### config.mk
export PLATFORM = sky130hd
export DESIGN_NAME = user_mux_rd_sched_flat
export DESIGN_NICKNAME = d
export VERILOG_FILES = /design/src/rtl/user_mux_rd_sched_if.sv /design/src/rtl/user_mux_rd_sched.sv /design/src/flat_wrapper.sv
export SDC_FILE = /design/constraint.sdc
export NUM_CORES = 1
export LEC_CHECK = 0
export CELL_PAD_IN_SITES_DETAIL_PLACEMENT = 0
export CELL_PAD_IN_SITES_GLOBAL_PLACEMENT = 2
export CORE_ASPECT_RATIO = 1.1
export CORE_MARGIN = 2
export CORE_UTILIZATION = 40
export DETAILED_ROUTE_END_ITERATION = 10
export PLACE_DENSITY = 0.88
export SLEW_MARGIN = 20
export SYNTH_ARGS = -nofsm -noshare
export SYNTH_HDL_FRONTEND = slang
export SYNTH_SLANG_ARGS = --single-unit
### constraint.sdc
create_clock -name aclk -period 3.2 [get_ports aclk]
set_input_delay 0.32 -clock aclk [delete_from_list [all_inputs] [get_ports aclk]]
set_output_delay 0.32 -clock aclk [all_outputs]
set_load 0.01 [all_outputs]
### src/rtl/user_mux_rd_sched_if.sv
// Handshake bundle between a route-request source / stream source and the
// read scheduler that gates a stream into a demux slave.
interface user_mux_rd_sched_if #(
    parameter int DEST_BITS = 2
);
    logic                 req_valid;
    logic                 req_ready;
    logic [DEST_BITS-1:0] req_dest;
    logic [7:0]           req_pkts;
    logic                 s_tvalid;
    logic                 s_tlast;
    logic                 s_tready;
    logic                 mux_tvalid;
    logic                 mux_tready;
    logic [DEST_BITS-1:0] port_sel;
    logic                 busy;
    logic                 pkt_done;
    logic                 err_drop;

    modport slave (
        input  req_valid, req_dest, req_pkts, s_tvalid, s_tlast, mux_tready,
        output req_ready, s_tready, mux_tvalid, port_sel, busy, pkt_done, err_drop
    );

    modport master (
        output req_valid, req_dest, req_pkts, s_tvalid, s_tlast, mux_tready,
        input  req_ready, s_tready, mux_tvalid, port_sel, busy, pkt_done, err_drop
    );
endinterface

### src/rtl/user_mux_rd_sched.sv
// Route-request scheduler: queues {dest, pkts} grants and passes the upstream
// stream to one demux destination until the granted packet count completes.
module user_mux_rd_sched #(
    parameter int N_DESTS   = 4,
    parameter int DEST_BITS = 2,
    parameter int QDEPTH    = 4
) (
    input logic                aclk,
    input logic                areset,
    user_mux_rd_sched_if.slave bus
);
    localparam int AW = (QDEPTH > 1) ? $clog2(QDEPTH) : 1;
    localparam int CW = AW + 1;

    typedef struct packed {
        logic [DEST_BITS-1:0] dest;
        logic [7:0]           pkts;
    } req_t;

    typedef enum logic {IDLE, ROUTE} state_t;

    req_t                 mem [QDEPTH];
    logic [AW-1:0]        wr_ptr_q, wr_ptr_d, rd_ptr_q, rd_ptr_d;
    logic [CW-1:0]        count_q, count_d;
    state_t               state_q, state_d;
    logic [DEST_BITS-1:0] port_sel_q, port_sel_d;
    logic [7:0]           remaining_q, remaining_d;
    logic                 busy_q, busy_d;
    logic                 pkt_done_q, pkt_done_d;
    logic                 err_drop_q, err_drop_d;
    logic                 live_q, live_d;

    logic push, pop, xfer, in_route, head_bad;
    req_t head;

    // Outputs are forced low while reset is asserted and, via live_q, for one cycle after.
    assign in_route       = (state_q == ROUTE) && !areset;
    assign bus.req_ready  = live_q && !areset && (count_q != CW'(QDEPTH));
    assign bus.mux_tvalid = in_route && bus.s_tvalid;
    assign bus.s_tready   = in_route && bus.mux_tready;
    assign xfer           = in_route && bus.s_tvalid && bus.mux_tready;
    assign push           = bus.req_valid && bus.req_ready;
    assign pop            = (state_q == IDLE) && (count_q != '0) && !areset;
    assign head           = mem[rd_ptr_q];
    assign head_bad       = (32'(head.dest) >= N_DESTS) || (head.pkts == 8'd0);

    assign bus.port_sel = port_sel_q;
    assign bus.busy     = busy_q;
    assign bus.pkt_done = pkt_done_q;
    assign bus.err_drop = err_drop_q;

    always_comb begin
        // NOTE: every signal gets a default before any branch so no latch is inferred.
        wr_ptr_d    = wr_ptr_q + AW'(push);
        rd_ptr_d    = rd_ptr_q + AW'(pop);
        count_d     = count_q + CW'(push) - CW'(pop);
        state_d     = state_q;
        port_sel_d  = port_sel_q;
        remaining_d = remaining_q;
        pkt_done_d  = 1'b0;
        err_drop_d  = 1'b0;
        live_d      = 1'b1;

        case (state_q)
            IDLE: begin
                if (pop) begin
                    if (head_bad) begin
                        err_drop_d = 1'b1;
                    end else begin
                        state_d     = ROUTE;
                        port_sel_d  = head.dest;
                        remaining_d = head.pkts;
                    end
                end
            end
            ROUTE: begin
                // remaining_q is never zero in ROUTE, so the decrement cannot wrap.
                if (xfer && bus.s_tlast) begin
                    pkt_done_d  = 1'b1;
                    remaining_d = remaining_q - 8'd1;
                    if (remaining_q == 8'd1) state_d = IDLE;
                end
            end
            default: state_d = IDLE;
        endcase

        busy_d = (state_d == ROUTE);
    end

    // NOTE: sequential state uses non-blocking assignments so all flops update together.
    always_ff @(posedge aclk) begin
        if (areset) begin
            wr_ptr_q    <= '0;
            rd_ptr_q    <= '0;
            count_q     <= '0;
            state_q     <= IDLE;
            port_sel_q  <= '0;
            remaining_q <= '0;
            busy_q      <= 1'b0;
            pkt_done_q  <= 1'b0;
            err_drop_q  <= 1'b0;
            live_q      <= 1'b0;
        end else begin
            wr_ptr_q    <= wr_ptr_d;
            rd_ptr_q    <= rd_ptr_d;
            count_q     <= count_d;
            state_q     <= state_d;
            port_sel_q  <= port_sel_d;
            remaining_q <= remaining_d;
            busy_q      <= busy_d;
            pkt_done_q  <= pkt_done_d;
            err_drop_q  <= err_drop_d;
            live_q      <= live_d;
        end
    end

    // NOTE: queue storage has no reset; emptiness is tracked by count_q alone.
    always_ff @(posedge aclk) begin
        if (push) mem[wr_ptr_q] <= req_t'{dest: bus.req_dest, pkts: bus.req_pkts};
    end
endmodule

### src/flat_wrapper.sv
// flat-port wrapper written by rule: the top's interface ports become plain ports
module user_mux_rd_sched_flat 
#(
    parameter int N_DESTS   = 4,
    parameter int DEST_BITS = 2,
    parameter int QDEPTH    = 4
)
  (aclk, areset, bus_req_valid, bus_req_dest, bus_req_pkts, bus_s_tvalid, bus_s_tlast, bus_mux_tready, bus_req_ready, bus_s_tready, bus_mux_tvalid, bus_port_sel, bus_busy, bus_pkt_done, bus_err_drop);
  user_mux_rd_sched_if #(.DEST_BITS(DEST_BITS)) bus_i ();
  input logic aclk;
  input logic areset;
  input wire logic [$bits(bus_i.req_valid)-1:0] bus_req_valid;
  input wire logic [$bits(bus_i.req_dest)-1:0] bus_req_dest;
  input wire logic [$bits(bus_i.req_pkts)-1:0] bus_req_pkts;
  input wire logic [$bits(bus_i.s_tvalid)-1:0] bus_s_tvalid;
  input wire logic [$bits(bus_i.s_tlast)-1:0] bus_s_tlast;
  input wire logic [$bits(bus_i.mux_tready)-1:0] bus_mux_tready;
  output wire logic [$bits(bus_i.req_ready)-1:0] bus_req_ready;
  output wire logic [$bits(bus_i.s_tready)-1:0] bus_s_tready;
  output wire logic [$bits(bus_i.mux_tvalid)-1:0] bus_mux_tvalid;
  output wire logic [$bits(bus_i.port_sel)-1:0] bus_port_sel;
  output wire logic [$bits(bus_i.busy)-1:0] bus_busy;
  output wire logic [$bits(bus_i.pkt_done)-1:0] bus_pkt_done;
  output wire logic [$bits(bus_i.err_drop)-1:0] bus_err_drop;
  assign bus_i.req_valid = bus_req_valid;
  assign bus_i.req_dest = bus_req_dest;
  assign bus_i.req_pkts = bus_req_pkts;
  assign bus_i.s_tvalid = bus_s_tvalid;
  assign bus_i.s_tlast = bus_s_tlast;
  assign bus_i.mux_tready = bus_mux_tready;
  assign bus_req_ready = bus_i.req_ready;
  assign bus_s_tready = bus_i.s_tready;
  assign bus_mux_tvalid = bus_i.mux_tvalid;
  assign bus_port_sel = bus_i.port_sel;
  assign bus_busy = bus_i.busy;
  assign bus_pkt_done = bus_i.pkt_done;
  assign bus_err_drop = bus_i.err_drop;
  user_mux_rd_sched #(.N_DESTS(N_DESTS), .DEST_BITS(DEST_BITS), .QDEPTH(QDEPTH)) u_core (.aclk(aclk), .areset(areset), .bus(bus_i));
endmodule
### Word-level counts from Yosys, hierarchy flattened

Memories as Yosys holds them, arrays and structs flattened. A register that Yosys moved wholly into a read port is not among the register bits.
Index checks and enable logic that the tools add are counted.

| storage, ports and cells | value |
|---|---|
| memories kept | 1 |
| flip-flop bits (word level) | 21 |
| bits in writable memories | 40 |

Memory list:

| memory | depth | bits a word | rd ports | clocked after memory_dff | wr ports | RTL line | RTL |
|---|---|---|---|---|---|---|---|
| u_core.mem | 4 | 10 | 1 | 1 | 1 | user_mux_rd_sched.sv:22 | `req_t mem [QDEPTH];` |

| cells by class | value |
|---|---|
| mux-type cells | 15 |
| reductions and logical operators | 17 |
| bitwise gates (word level) | 3 |
| add/subtract/negate cells | 5 |
| eq/ne operators | 5 |

Operators with widths:

| cell | number |
|---|---|
| $mux W8 | 3 |
| $pmux W8 S2 | 1 |
| $logic_and A1 B1 Y1 | 10 |
| $mux W1 | 9 |
| $eq A8 B1 Y1 const B | 1 |
| $logic_not A8 Y1 | 1 |
| $sub A8 B1 Y8 const B | 1 |
| $reduce_and A3 Y1 | 2 |
| $add A2 B1 Y2 | 2 |
| $ne A2 B2 Y1 const B | 2 |
| $add A3 B1 Y3 | 1 |
| $ne A3 B3 Y1 const B | 1 |
| $not A1 Y1 | 3 |
| $reduce_bool A3 Y1 | 1 |
| $reduce_or A3 Y1 | 1 |
| $sub A3 B1 Y3 | 1 |
| $mux W2 | 1 |
| $ne A2 B1 Y1 const B | 1 |
| $pmux W1 S2 | 1 |
| $reduce_or A2 Y1 | 1 |
| $logic_not A1 Y1 | 1 |

### Depth between registers and ports, before layout

Gate-level depths: netlist of run 1.

| depth | value |
|---|---|
| depth after elaboration | 7 |
| depth in mapped cells | 11 |
| depth with buffers taken out | 11 |

### Worst setup path after synthesis of run 1

OpenSTA, ideal clock, no wires.

| timing | value |
|---|---|
| path type | reg-to-reg |
| start point | reg u_core.count_q[1] |
| end point | reg u_core.count_q[2] |
| period minus slack after synthesis | 2433 ps |
| setup time | 127 ps |
| setup slack | 767 ps |
| stages on the path, launching flop included | 12 |
| arrival | 2306 ps |
| cells stage by stage | dfxtp_1 -> or3_1 -> nand2_1 -> clkinv_1 -> ha_1 -> inv_1 -> ha_1 -> inv_1 -> fa_1 -> xnor2_1 -> xnor2_1 -> nor2_1 |

| on the way | value |
|---|---|
| cells in the longest elaborated chain, start to end | 5 |
| elaborated cells on any way between the ends | 8 |

Ends and longest elaborated chain:

| item | RTL line | RTL |
|---|---|---|
| start, declared | user_mux_rd_sched.sv:24 | `logic [CW-1:0] count_q, count_d;` |
| start signal, assigned | user_mux_rd_sched.sv:106 | `count_q <= count_d;` |
| $ne A3 B3 Y1 | user_mux_rd_sched.sv:38 | `assign bus.req_ready = live_q && !areset && (count_q != CW'(QDEPTH));` |
| $logic_and A1 B1 Y1 | user_mux_rd_sched.sv:38 |  |
| $logic_and A1 B1 Y1 | user_mux_rd_sched.sv:42 | `assign push = bus.req_valid && bus.req_ready;` |
| $add A3 B1 Y3 | user_mux_rd_sched.sv:56 | `count_d = count_q + CW'(push) - CW'(pop);` |
| $sub A3 B1 Y3 * | user_mux_rd_sched.sv:56 |  |

Mark *: on every way between the ends. The rest lies on a longest branch, timed or not.
A chain may end at the register's enable or synchronous reset.

==> results of run 1 <==
==> cells by family after synthesis <==
family                   count (synthesis)  synth area share
flip-flops                              61             0.620
AND/OR/NAND/NOR                         55             0.123
AO/OA/AOI/OAI                           25            0.0737
buffers and inverters                   14            0.0234
multiplexers                            14             0.110
adder cells (fa/ha/maj)                  7            0.0364
XOR/XNOR                                 4            0.0134
==> layer usage <==
| metal | track usage | vias up | part of all wire |
|---|---|---|---|
| met4 | 0.0832 | 0 | 0.022 |
| met5 | 0 | - | 0 |
| met3 | 0.0316 | 9 | 0.032 |
| met2 | 0.233 | 34 | 0.49 |
| li1 | - | 766 | - |
| met1 | 0.192 | 764 | 0.46 |
==> metrics by stage <==
step                cell area, um2  utilization  worst slack (ns)  power, uW  hold slack [ns]
finish                        3180        0.511             0.758       2460            0.516
global route                  3180        0.511             0.585       2620            0.540
CTS                           3180        0.511             0.715       2490            0.518
detailed placement            2970        0.476             0.658       1750            0.505
global placement              2970        0.476             0.688       1750            0.499
floorplan                     2620            -             0.767       1550            0.406
==> state kept, by name, summed over array words and instances (netlist names) <==
signal               count
u_core.remaining_q       8
u_core.bus.err_drop      1
u_core.count_q           3
u_core.mem              40
u_core.wr_ptr_q          2
u_core.bus.port_sel      2
u_core.bus.pkt_done      1
u_core.rd_ptr_q          2
u_core.state_q           1
u_core.live_q            1
==> worst paths after layout <==
check | slack [ns] | startpoint | end | cells past startpoint
max | 0.76 | u_core.rd_ptr_q[0] | u_core.bus.port_sel[1] | 4
min | 0.52 | u_core.remaining_q[4] | u_core.remaining_q[4] | 2
max reg2reg | 0.76 | u_core.rd_ptr_q[0] | u_core.bus.port_sel[1] | 4
min reg2reg | 0.52 | u_core.remaining_q[4] | u_core.remaining_q[4] | 2
==> Yosys cell counts, types with 2 or more instances <==
| cell | count |
|---|---|
| nand2_1 | 15 |
| nor2_1 | 8 |
| nor4_4 | 2 |
| clkbuf_1 | 2 |
| inv_1 | 9 |
| mux2_4 | 2 |
| mux4_2 | 7 |
| edfxtp_1 | 40 |
| o21a_1 | 2 |
| dfxtp_1 | 21 |
| nor3b_1 | 3 |
| nor4_1 | 2 |
| o211ai_1 | 4 |
| xnor2_1 | 4 |
| a31oi_1 | 2 |
| nand3_1 | 4 |
| nor2b_1 | 7 |
| ha_1 | 6 |
| nor3_1 | 2 |
| nand4_1 | 2 |
| and2_1 | 2 |
| mux2i_1 | 2 |
| or3_1 | 2 |
| o21ai_0 | 4 |
| mux4_1 | 3 |
| o221ai_1 | 3 |
==> power by group through the flow <==
stage / logic (uW) / clock network [uW] / registers [uW]
6_report: 665 / 736 / 1050
2_1_floorplan: 518 / 0 / 1030
3_3_place_gp: 676 / 0 / 1070
5_1_grt: 751 / 793 / 1080
4_1_cts: 675 / 754 / 1060
3_5_place_dp: 673 / 0 / 1070
==> worst max-delay path, stage by stage (launching register included) <==
cell and delay, ns:
dfxtp_1 0.72, mux4_2 0.64, nor4_4 0.46, a21o_4 0.22, mux2_4 0.30
==> cell type report <==
| cell class | instances | area share |
|---|---|---|
| Multi-Input combinational cell | 105 | 0.293 |
| Sequential cell | 61 | 0.510 |
| Tap cell | 80 | 0.0315 |
| Inverter | 10 | 0.0118 |
| Clock buffer | 10 | 0.0401 |
| Timing Repair Buffer | 29 | 0.0865 |
| Clock inverter | 6 | 0.0275 |
==> impl_metrics.py, run 1 <==
metrics = {
    "run_status": {
        "outcome": "finished clean",
    },
    "pwr": {
        "p_sw_frac": 0.297,
        "pwr-share-seq": 0.429,
        "power_density_mw_per_mm2": 772,
        "combPwrFrac": 0.271,
        "ir_drop_v": 0.000343,
        "p_clk_frac": 0.300,
        "power.leakage_uw": 0.00109,
        "p_int_uw": 1730,
        "power.net_switching_uw": 729,
    },
    "synthesis": {
        "syn_area_mm2": 0.00262,
        "ys.flop_type": "edfxtp_1",
        "synthArstFlopShare": 0,
        "synth-seq-cells": 61,
        "synth_enable_flop_cells": 40,
        "synth_nets": 203,
        "synth_cells": 180,
        "synth_top_area_share": 0.459,
        "syn_area_per_cell_um2": 14.5,
        "yosys_warnings": 0,
        "ys_types": 46,
        "synth_seq_area_share": 0.620,
        "yosys-top-cells-area": "edfxtp_1 46%, dfxtp_1 16%, mux4_2 6.0%, mux4_1 3.0%, ha_1 2.9%",
        "yosysTopAreaCell": "edfxtp_1",
    },
    "clock_network": {
        "h-tree-depth": 3,
        "cts.reportedPaths.clkPinSlew_ns": 0.07,
        "clock_latency_ns": 0.34,
        "cts.sinks": 61,
        "cts-resized-gates": 0,
        "ctsHoldBuffers": 0,
        "clockRootBuffer": "clkbuf_8",
        "cts_buffers": 9,
        "cts_tree": "done",
        "cts_max_path_buffers": 2,
        "cts_setup_buffers": 0,
    },
    "worst_setup_path": {
        "arrival_ns": 2.67,
        "worst_setup_path_end_kind": "flip-flop",
        "critPathRequiredTime_ns": 3.43,
        "worst-setup-path-type": "reg -> reg",
        "crit_fanout": 10,
        "worst_setup_path_start_kind": "flip-flop",
    },
    "sta": {
        "max_freq_ghz": 0.410,
        "finalSetupViolCount": 0,
        "slew_violations": 0,
        "min_period_over_period": 0.763,
        "rsz0062_at_grt": "false",
        "slew_headroom": 0.568,
        "worst_slew_pin_slew_ns": 0.639,
        "fin_setup_tns_ns": 0,
        "period_minus_slack_ns": 2.44,
        "finClkSkew_ns": 0.00899,
        "finalHoldViolCount": 0,
    },
    "placed_design": {
        "dp_cells": 285,
        "gp_congestion": 0.773,
        "numPortBuffers": 23,
        "dp_hpwl_mm": 3.17,
    },
    "global_routing": {
        "grt_pass1_vias": 1568,
        "grt_max_degree": 16,
        "overflow": 0,
        "grt_use_total": 0.149,
        "antenna_found_initial": 0,
        "grt_pass1_wl_mm": 7.69,
    },
    "detailed_routing": {
        "via_per_inst": 5.23,
        "antenna_left": 0,
        "drt_iter0_drc": 53,
        "routed_wl_mm": 4.66,
        "drtPass1Iterations": 4,
        "route.detailed.drc": 0,
        "wl_per_cell_um": 15.5,
        "vias": 1573,
    },
    "floorplan": {
        "die_h_um": 88.8,
        "dieArea_mm2": 0.00720,
        "core_area_mm2": 0.00623,
        "num_rows": 30,
        "start_util": 0.420,
        "die_width_um": 81.1,
        "io-pin-count": 24,
    },
    "min_path": {
        "hold_path_class": "reg -> reg",
    },
    "finish": {
        "drive_gt1_frac": 0.172,
        "fin_nets": 239,
        "instances_no_fill": 301,
        "final-seq-area_mm2": 0.00162,
        "antennaDiodeCount": 0,
        "area_growth_pct": 21.7,
        "nFillCells": 574,
        "multi_input_area_um2": 932,
        "most-common-layout-cells": "40 x edfxtp_1, 23 x clkdlybuf4s50_1, 21 x dfxtp_1",
        "layout_commonest_cell": "edfxtp_1",
    },
    "flow_run": {
        "max_cap_violations": 0,
    },
}
(Power assumes the default switching activity.)
==> inputs of run 2 (changes only) <==
--- a/config.mk
+++ b/config.mk
@@ -9,9 +9,9 @@
 export CELL_PAD_IN_SITES_GLOBAL_PLACEMENT = 2
 export CORE_ASPECT_RATIO = 1.1
 export CORE_MARGIN = 2
-export CORE_UTILIZATION = 40
+export CORE_UTILIZATION = 36
 export DETAILED_ROUTE_END_ITERATION = 10
-export PLACE_DENSITY = 0.88
+export PLACE_DENSITY = 0.84
 export SLEW_MARGIN = 20
 export SYNTH_ARGS = -nofsm -noshare
 export SYNTH_HDL_FRONTEND = slang
==> constraint.sdc (replaced) <==
create_clock -name aclk -period 2.2 [get_ports aclk]
set_input_delay 0.22 -clock aclk [delete_from_list [all_inputs] [get_ports aclk]]
set_output_delay 0.22 -clock aclk [all_outputs]
set_load 0.01 [all_outputs]
==> impl_metrics.py, run 2 (synthesis results as in run 1) <==
metrics = {
    "clock_network": {
        "h-tree-depth": 3,
        "clock_latency_ns": 0.33,
        "cts_max_path_buffers": 2,
        "cts_tree": "done",
        "cts.sinks": 61,
        "clockRootBuffer": "clkbuf_8",
        "cts.reportedPaths.clkPinSlew_ns": 0.07,
        "cts_buffers": 9,
        "ctsHoldBuffers": 0,
    },
    "sta": {
        "fin_setup_tns_ns": 0,
        "finClkSkew_ns": 0.0108,
        "finalSetupViolCount": 0,
        "worst_slew_pin_slew_ns": 0.387,
        "finalHoldViolCount": 0,
        "period_minus_slack_ns": 2.11,
        "slew_headroom": 0.739,
        "slew_violations": 0,
        "max_freq_ghz": 0.473,
        "min_period_over_period": 0.961,
    },
    "worst_setup_path": {
        "arrival_ns": 2.33,
        "worst_setup_path_end_kind": "flip-flop",
        "reg2reg_from": "u_core.count_q[2]",
        "worst_setup_path_start_kind": "flip-flop",
        "worst-setup-path-type": "reg -> reg",
        "crit_start": "u_core.count_q[2]",
        "crit_fanout": 3,
        "critPathRequiredTime_ns": 2.42,
    },
    "pwr": {
        "power.leakage_uw": 0.00119,
        "power_uw": 3750,
        "ir_drop_v": 0.000520,
        "power_density_mw_per_mm2": 1110,
    },
    "detailed_routing": {
        "routed_wl_mm": 4.87,
        "wl_per_cell_um": 15.1,
        "drt_iter0_drc": 60,
        "drtPass1Iterations": 4,
        "antenna_left": 0,
        "via_per_inst": 5.03,
        "route.detailed.drc": 0,
        "vias": 1619,
    },
    "placed_design": {
        "gp_congestion": 0.814,
        "dp_cells": 305,
        "numPortBuffers": 23,
        "dp_hpwl_mm": 3.36,
    },
    "finish": {
        "drive_gt1_frac": 0.266,
        "layout_commonest_cell": "edfxtp_1",
        "top_regs": "u_core.mem: 40 flops, u_core.remaining_q: 8 flops, u_core.count_q: 3 flops",
        "top_register": "u_core.mem",
        "area_growth_pct": 29.2,
        "antennaDiodeCount": 0,
        "most-common-layout-cells": "40 x edfxtp_1, 23 x clkdlybuf4s50_1, 20 x buf_4",
        "instances_no_fill": 322,
        "fin_nets": 255,
        "largest_reg_flops": 40,
    },
    "floorplan": {
        "dieArea_mm2": 0.00796,
        "start_util": 0.371,
        "num_rows": 32,
        "io-pin-count": 24,
        "die_width_um": 85.3,
        "core_area_mm2": 0.00705,
        "die_h_um": 93.4,
    },
    "global_routing": {
        "antenna_found_initial": 0,
        "grt_use_total": 0.129,
        "grt_pass1_wl_mm": 7.60,
        "overflow": 0,
        "met2_usage": 0.202,
        "grt_pass1_vias": 1491,
        "top_usage_layer": "met2",
        "grt_use_met3": 0.0468,
        "grt_max_degree": 16,
        "met1_usage": 0.167,
    },
    "min_path": {
        "worstHoldStart": "u_core.remaining_q[4]",
        "hold_path_class": "reg -> reg",
    },
    "flow_run": {
        "max_cap_violations": 0,
    },
    "run_status": {
        "outcome": "finished clean",
    },
}
run 2: changes by cell type in the layout (fill, tap and decap cells not counted), sizes merged:
cell,delta
buf,+16
run 2: final timing paths:
kind,to,slack (ns),depth (start not counted)
setup / recovery,u_core.count_q[2],0.09,11
hold / removal,u_core.remaining_q[4],0.52,2
setup reg to reg,u_core.count_q[2],0.09,11
hold reg to reg,u_core.remaining_q[4],0.52,2
run 2: final cells by class:
cell class	count	area (um2)
fill	620	3670
sequential	61	1620
multi-input combinational	105	980
timing repair buffer	45	420
clock buffer	10	128
tap	85	106
clock inverter	6	77.6
inverter	10	42.5
run 2: power by group:
group          switching, uW  internal, uW
sequential               116          1360
clock                    406           627
combinational            582           661
run 2: what timing repair did:
item                                    CTS  global route
gates resized for setup                   0             7
endpoints found under the setup margin    0             1
buffers inserted                          0             1
run 2: critical path, stage by stage, from the launching register on:
cell	delay, ns
dfxtp_2	0.32
or3_4	0.41
nand2_4	0.10
clkinv_4	0.05
ha_4	0.20
inv_2	0.06
ha_4	0.11
inv_2	0.03
fa_2	0.39
xnor2_2	0.14
xnor2_1	0.13
nor2_1	0.06
run 2: layer usage:
metal / part of all wire / up-vias / routed length [um]
li1: - / 797 / -
met1: 0.47 / 788 / 2270
met2: 0.49 / 30 / 2360
met3: 0.039 / 4 / 188
met4: 0.0090 / 0 / 44
met5: 0 / - / 0
run 2: through the flow:
stage / hold WS, ns / setup slack [ns] / util / instance area [um2]
finish: 0.517 / 0.0862 / 0.479 / 3380
CTS: 0.512 / 0.0357 / 0.474 / 3340
floorplan: 0.306 / 0.00833 / - / 2640
global route: 0.535 / -0.0121 / 0.479 / 3380
global placement: 0.502 / -0.0986 / 0.444 / 3130
detailed placement: 0.505 / -0.118 / 0.444 / 3130
==> inputs of run 3 (changes only) <==
--- a/config.mk
+++ b/config.mk
@@ -10,6 +10,7 @@
 export CORE_ASPECT_RATIO = 1.1
 export CORE_MARGIN = 2
 export CORE_UTILIZATION = 36
+export CTS_CLUSTER_DIAMETER = 30
 export DETAILED_ROUTE_END_ITERATION = 10
 export PLACE_DENSITY = 0.84
 export SLEW_MARGIN = 20
==> results of run 3 <==
The final DEF is identical to that of run 2; final timing and power are the same.
